$ cat src/rtl/apb_uart_rx.sv
// APB3 UART receiver: 8N1 at 16x oversampling, with a receive FIFO and status flags.
// Registers: DATA (pop on read), STATUS (flags plus W1C), BAUD (oversample divisor).
`timescale 1ns/1ps
module apb_uart_rx #(
  parameter logic [15:0] DEFAULT_DIV = 16'd27,
  parameter int          FIFO_DEPTH  = 8
) (
  input  logic        PCLK,
  input  logic        PRESETN,
  input  logic        PSEL,
  input  logic        PENABLE,
  input  logic        PWRITE,
  input  logic [7:0]  PADDR,
  input  logic [31:0] PWDATA,
  output logic [31:0] PRDATA,
  output logic        PREADY,
  output logic        PSLVERR,
  input  logic        RX,
  output logic        INT
);

  localparam int AW = $clog2(FIFO_DEPTH);
  localparam int CW = AW + 1;

  typedef enum logic [1:0] {IDLE = 2'd0, START = 2'd1, DATA = 2'd2, STOP = 2'd3} state_t;

  state_t          state, state_nxt;
  logic            rx_s1, rx_s2, rx_prev, fall;
  logic [15:0]     div_reg, div_cnt, div_eff;
  logic            tick;
  logic [3:0]      tcnt;
  logic [2:0]      bit_idx;
  logic [7:0]      shreg;
  logic            tcnt_clr, sample_bit, push_req, ferr_det;
  logic [7:0]      mem [FIFO_DEPTH];
  logic [AW-1:0]   wr_ptr, rd_ptr;
  logic [CW-1:0]   count;
  logic [4:0]      count5;
  logic            empty, full, push, pop, ovr_set;
  logic            ferr, ovr;
  logic            access, rd_acc, wr_acc;
  logic [1:0]      addr;
  logic [31:0]     rdata;
  logic            unused;

  assign unused = ^{PADDR[7:4], PADDR[1:0], PWDATA[31:16]};

  // RX synchronizer; rx_prev supplies the falling-edge reference
  always_ff @(posedge PCLK or negedge PRESETN) begin
    if (!PRESETN) begin
      rx_s1   <= 1'b1;
      rx_s2   <= 1'b1;
      rx_prev <= 1'b1;
    end else begin
      rx_s1   <= RX;
      rx_s2   <= rx_s1;
      rx_prev <= rx_s2;
    end
  end
  assign fall = rx_prev & ~rx_s2;

  // Down-counter reloads from the live divisor, so BAUD writes apply at the next reload
  assign div_eff = (div_reg == 16'd0) ? 16'd1 : div_reg;
  assign tick    = (div_cnt == 16'd0);

  always_ff @(posedge PCLK or negedge PRESETN) begin
    if (!PRESETN) div_cnt <= 16'd0;
    else if (tick) div_cnt <= div_eff - 16'd1;
    else           div_cnt <= div_cnt - 16'd1;
  end

  always_ff @(posedge PCLK or negedge PRESETN) begin
    if (!PRESETN) state <= IDLE;
    else          state <= state_nxt;
  end

  always_comb begin
    state_nxt = state;
    case (state)
      IDLE:  if (fall) state_nxt = START;
      START: if (tick && tcnt == 4'd7) state_nxt = rx_s2 ? IDLE : DATA;
      DATA:  if (tick && tcnt == 4'd15 && bit_idx == 3'd7) state_nxt = STOP;
      STOP:  if (tick && tcnt == 4'd15) state_nxt = IDLE;
      default: state_nxt = IDLE;
    endcase
  end

  always_comb begin
    tcnt_clr   = 1'b0;
    sample_bit = 1'b0;
    push_req   = 1'b0;
    ferr_det   = 1'b0;
    case (state)
      IDLE:  tcnt_clr = fall;
      START: tcnt_clr = tick && (tcnt == 4'd7);
      DATA:  sample_bit = tick && (tcnt == 4'd15);
      STOP: begin
        push_req = tick && (tcnt == 4'd15) && rx_s2;
        ferr_det = tick && (tcnt == 4'd15) && !rx_s2;
      end
      default: ;
    endcase
  end

  // Clearing at the start midpoint lets tcnt wrap 15->0 for every later sample point
  always_ff @(posedge PCLK or negedge PRESETN) begin
    if (!PRESETN) begin
      tcnt    <= 4'd0;
      bit_idx <= 3'd0;
    end else begin
      if (tcnt_clr)                    tcnt <= 4'd0;
      else if (tick && state != IDLE)  tcnt <= tcnt + 4'd1;
      if (tcnt_clr)        bit_idx <= 3'd0;
      else if (sample_bit) bit_idx <= bit_idx + 3'd1;
    end
  end

  always_ff @(posedge PCLK) begin
    if (sample_bit) shreg <= {rx_s2, shreg[7:1]};
  end

  assign access = PSEL & PENABLE;
  assign rd_acc = access & ~PWRITE;
  assign wr_acc = access & PWRITE;
  assign addr   = PADDR[3:2];

  assign empty   = (count == '0);
  assign full    = (count == CW'(FIFO_DEPTH));
  assign pop     = rd_acc && (addr == 2'd0) && !empty;
  assign push    = push_req && (!full || pop);
  assign ovr_set = push_req && full && !pop;

  always_ff @(posedge PCLK) begin
    if (push) mem[wr_ptr] <= shreg;
  end

  always_ff @(posedge PCLK or negedge PRESETN) begin
    if (!PRESETN) begin
      wr_ptr <= '0;
      rd_ptr <= '0;
      count  <= '0;
    end else begin
      if (push) wr_ptr <= wr_ptr + AW'(1);
      if (pop)  rd_ptr <= rd_ptr + AW'(1);
      case ({push, pop})
        2'b10:   count <= count + CW'(1);
        2'b01:   count <= count - CW'(1);
        default: count <= count;
      endcase
    end
  end

  // Flag set takes priority over a same-cycle W1C
  always_ff @(posedge PCLK or negedge PRESETN) begin
    if (!PRESETN) begin
      ferr    <= 1'b0;
      ovr     <= 1'b0;
      div_reg <= DEFAULT_DIV;
    end else begin
      if (ferr_det) ferr <= 1'b1;
      else if (wr_acc && addr == 2'd1 && PWDATA[2]) ferr <= 1'b0;
      if (ovr_set) ovr <= 1'b1;
      else if (wr_acc && addr == 2'd1 && PWDATA[3]) ovr <= 1'b0;
      if (wr_acc && addr == 2'd2) div_reg <= PWDATA[15:0];
    end
  end

  assign count5 = 5'(count);

  always_comb begin
    rdata = '0;
    case (addr)
      2'd0:    if (!empty) rdata = {24'b0, mem[rd_ptr]};
      2'd1:    rdata = {23'b0, count5, ovr, ferr, full, ~empty};
      2'd2:    rdata = {16'b0, div_reg};
      default: rdata = '0;
    endcase
  end

  // Combinational outputs are held low while reset is asserted
  assign PRDATA  = (PRESETN && rd_acc) ? rdata : 32'd0;
  assign PSLVERR = PRESETN && access && (addr == 2'd3);
  assign PREADY  = 1'b1;
  assign INT     = ~empty | ferr | ovr;

endmodule

$ cat config.mk
export PLATFORM = sky130hd
export DESIGN_NAME = apb_uart_rx
export DESIGN_NICKNAME = d
export VERILOG_FILES = /design/src/rtl/apb_uart_rx.sv
export SDC_FILE = /design/constraint.sdc
export NUM_CORES = 1
export LEC_CHECK = 0
export ABC_AREA = 0
export BUFFER_PORTS_ARGS = -buffer_cell sky130_fd_sc_hd__buf_4
export CORE_UTILIZATION = 42
export DETAILED_ROUTE_END_ITERATION = 10
export GPL_TIMING_DRIVEN = 1
export SKIP_CTS_REPAIR_TIMING = 1
export SLEW_MARGIN = 15
export SYNTH_ARGS = -nofsm -noshare
export SYNTH_HDL_FRONTEND = slang
export SYNTH_SLANG_ARGS = --single-unit
export TNS_END_PERCENT = 100
$ cat constraint.sdc
create_clock -name PCLK -period 2.89 [get_ports PCLK]
set_clock_uncertainty 0.1 [all_clocks]
set_input_delay 0.4335 -clock PCLK [delete_from_list [all_inputs] [get_ports PCLK]]
set_output_delay 0.4335 -clock PCLK [all_outputs]
set_load 0.01 [all_outputs]
==> out/qor.txt <==
clock network power share - 0.346
crit start category - flip-flop
Tcrit/Tclk final - 1.03
Max IR drop VDD - 553 uV
DIE AREA - 14700 sq um
Avg Cell Area, Syn - 13.0 sq um
Post-synth top flop - edfxtp_1
first-pass GRT wire length - 20900 um
FF-to-FF path depth - 7
Gate power share - 0.240
Area Growth Syn to Fin - 23.3%
actual slew at the worst max-slew pin - 727 ps
RSZ-0062 raised after global routing - yes
PD cells - 782 nW/um^2
Largest register FFs - 64
FF-to-FF End - mem[1][0]$_DFFE_PP_
clk slew on worst S/H paths - 60 ps
reg2reg setup slack - 50 ps
layout net count - 597
Pleak - 2.89 nW
fillers - 1165
Core Area - 13900 sq um
Critical Path RT - 2360 ps
Final setup viols - 5
initial antenna violation count - 0
io pins - 81
Internal - 4.05 mW
1st-iter DRT viols - 385
worst hold slack - 94.7 ps
post-layout min period - 2980 ps
share of cells above drive strength 1 - 0.283
Setup CP Type - flip-flop to output port
mapped cell area - 5980 sq um
clock buffer count from CTS - 17
IO buf count - 41
antenna diode count - 0
CTS tree - built
Max Cap Viol - 0
CP endpoint kind - output port
largest net degree at the start of global routing - 57
Worst-Skew Late Latency - 420 ps
CP max FO - 6
failing checks - setup timing
f_max - 0.336 GHz
Seq pwr share - 0.414
flop and latch count out of synthesis - 128
Final GP Congestion - 0.861
drt total wl - 13600 um
GRT Util Overall - 0.196
Routed WL per cell - 18.5 um
Final Cell Area - 7370 sq um
Worst slew margin - 0.516
yosys warns - 0
Post-synth EDFFs - 72
initial core utilization - 0.431
DRC - 0
Die X - 121 um
Cell Area, Placed - 6730 sq um
CP arrival - 2450 ps
root buf cell - clkbuf_16
antenna viol nets, final - 0
vias in the first global route - 3817
Final Max Slew Viols - 0
HP Class - input port to async pin
Die Y - 121 um
CTS sink count - 128
H-tree lvl count - 4
via count - 4033
Psw - 1.71 mW
most common cell after layout, fill and taps aside - buf_4
sw frac - 0.296
Yosys cell types - 62
dpl cells - 700
Avg Vias per Cell - 5.49
sequential-to-total area share from yosys stat - 0.598
Synth Instances - 460
drt first pass iters - 5
# rows - 43
final core utilization - 0.531
Reg2Reg Launch Point - div_cnt[8]$_DFF_PN0_
status - complete, but fails checks
hpwl dp - 9380 um
Hold Vio Cnt, Final - 0
final non-filler cell total - 735
most frequent cells in the layout - buf_4 (74), edfxtp_1 (72), dfrtp_1 (48)
asr flop ratio synth - 0.438
grt ovf - 0
Bufs on Longest Clock Path - 2
setup ws final - -89.7 ps
-- per-stage QoR --
step	worst slack, ps	setup TNS (ps)	total power, mW
after floorplan	-75.3	-1810	3.25
after global placement	64.0	0	3.68
after detailed placement	44.5	0	3.72
after CTS	-117	-481	5.73
after global routing	-168	-1040	6.03
final	-89.7	-197	5.76
-- power by group through the flow --
stage          logic, mW  registers, mW  clock network [mW]
6_report            1.38           2.38                2.00
5_1_grt             1.51           2.41                2.11
4_1_cts             1.33           2.37                2.03
3_5_place_dp        1.32           2.40                   0
3_3_place_gp        1.29           2.39                   0
2_1_floorplan      0.941           2.31                   0
-- per-layer routing --
layer	part of all wire	vias to the layer above	track usage
met3	0.057	16	0.0564
met5	0	-	0
met1	0.46	2032	0.274
met4	0.012	0	0.0640
li1	-	1855	-
met2	0.48	130	0.293
-- synthesized netlist by cell type, types with 3 or more instances --
cell type  instances  area share
o21ai_1            5      0.0042
nand3_1            9      0.0075
or3_1              4      0.0042
nor3_1            15       0.013
a21oi_1           20       0.017
xor2_1             7       0.010
dfstp_2            7       0.031
nor2_1            41       0.026
ha_1               8       0.017
xnor2_1           11       0.016
buf_4             17       0.021
and3_1             3      0.0031
clkbuf_1          12      0.0075
nand2_1           26       0.016
nand4_1            3      0.0031
a31oi_1            4      0.0042
o21ai_0            6      0.0050
mux4_2            16       0.060
nor2b_1            6      0.0063
a222oi_1           6       0.010
dfrtp_1           49        0.21
nor4_1             8      0.0084
and2_1            10       0.010
mux2i_1            5      0.0084
edfxtp_1          72        0.36
inv_1             16       0.010
nand2b_1           3      0.0031
o22ai_1            4      0.0042
mux2_1            16       0.030
a21o_1             5      0.0063
mux2_2             7       0.013
-- logic make-up (layout without fill, tap and decap cells) --
family	after synthesis	count (layout)	share of synthesized area
mux	44	44	0.112
other cells	2	17	0.00126
buf+inv	50	130	0.0438
compound gates	67	67	0.0758
flops	128	128	0.598
xor+xnor	18	18	0.0264
simple gates	142	142	0.123
fa+ha+maj	9	9	0.0201
-- how the worst max path moves through the flow --
stage	cells past startpoint	to	startpoint	slack, ps
after floorplan	6	mem[2][0]$_DFFE_PP_	div_cnt[9]$_DFF_PN0_	-80
after global placement	7	mem[4][2]$_DFFE_PP_	div_cnt[1]$_DFF_PN0_	60
after detailed placement	7	mem[2][0]$_DFFE_PP_	div_cnt[1]$_DFF_PN0_	40
after CTS	6	PRDATA[1]	rd_ptr[0]$_DFFE_PN0P_	-120
after global routing	8	PRDATA[0]	rd_ptr[0]$_DFFE_PN0P_	-170
final	6	PRDATA[1]	rd_ptr[0]$_DFFE_PN0P_	-90
-- area by class of cell --
class                   count  area, sq um  share of cell area
clock buffers              23          489              0.0664
flip-flops and latches    128         3570               0.485
inverters                  16         60.1             0.00815
clock inverters             9         71.3             0.00968
multi-input cells         297         2250               0.305
repair buffers             82          702              0.0953
well taps                 180          225              0.0306
-- critical path: stages, from the launching register on --
cell	delay, ps
dfrtp_2	430
buf_6	170
mux4_2	510
mux2_2	290
a221oi_1	320
nor3_1	130
buf_4	170
No activity file was read; power rests on OpenSTA's default activity.
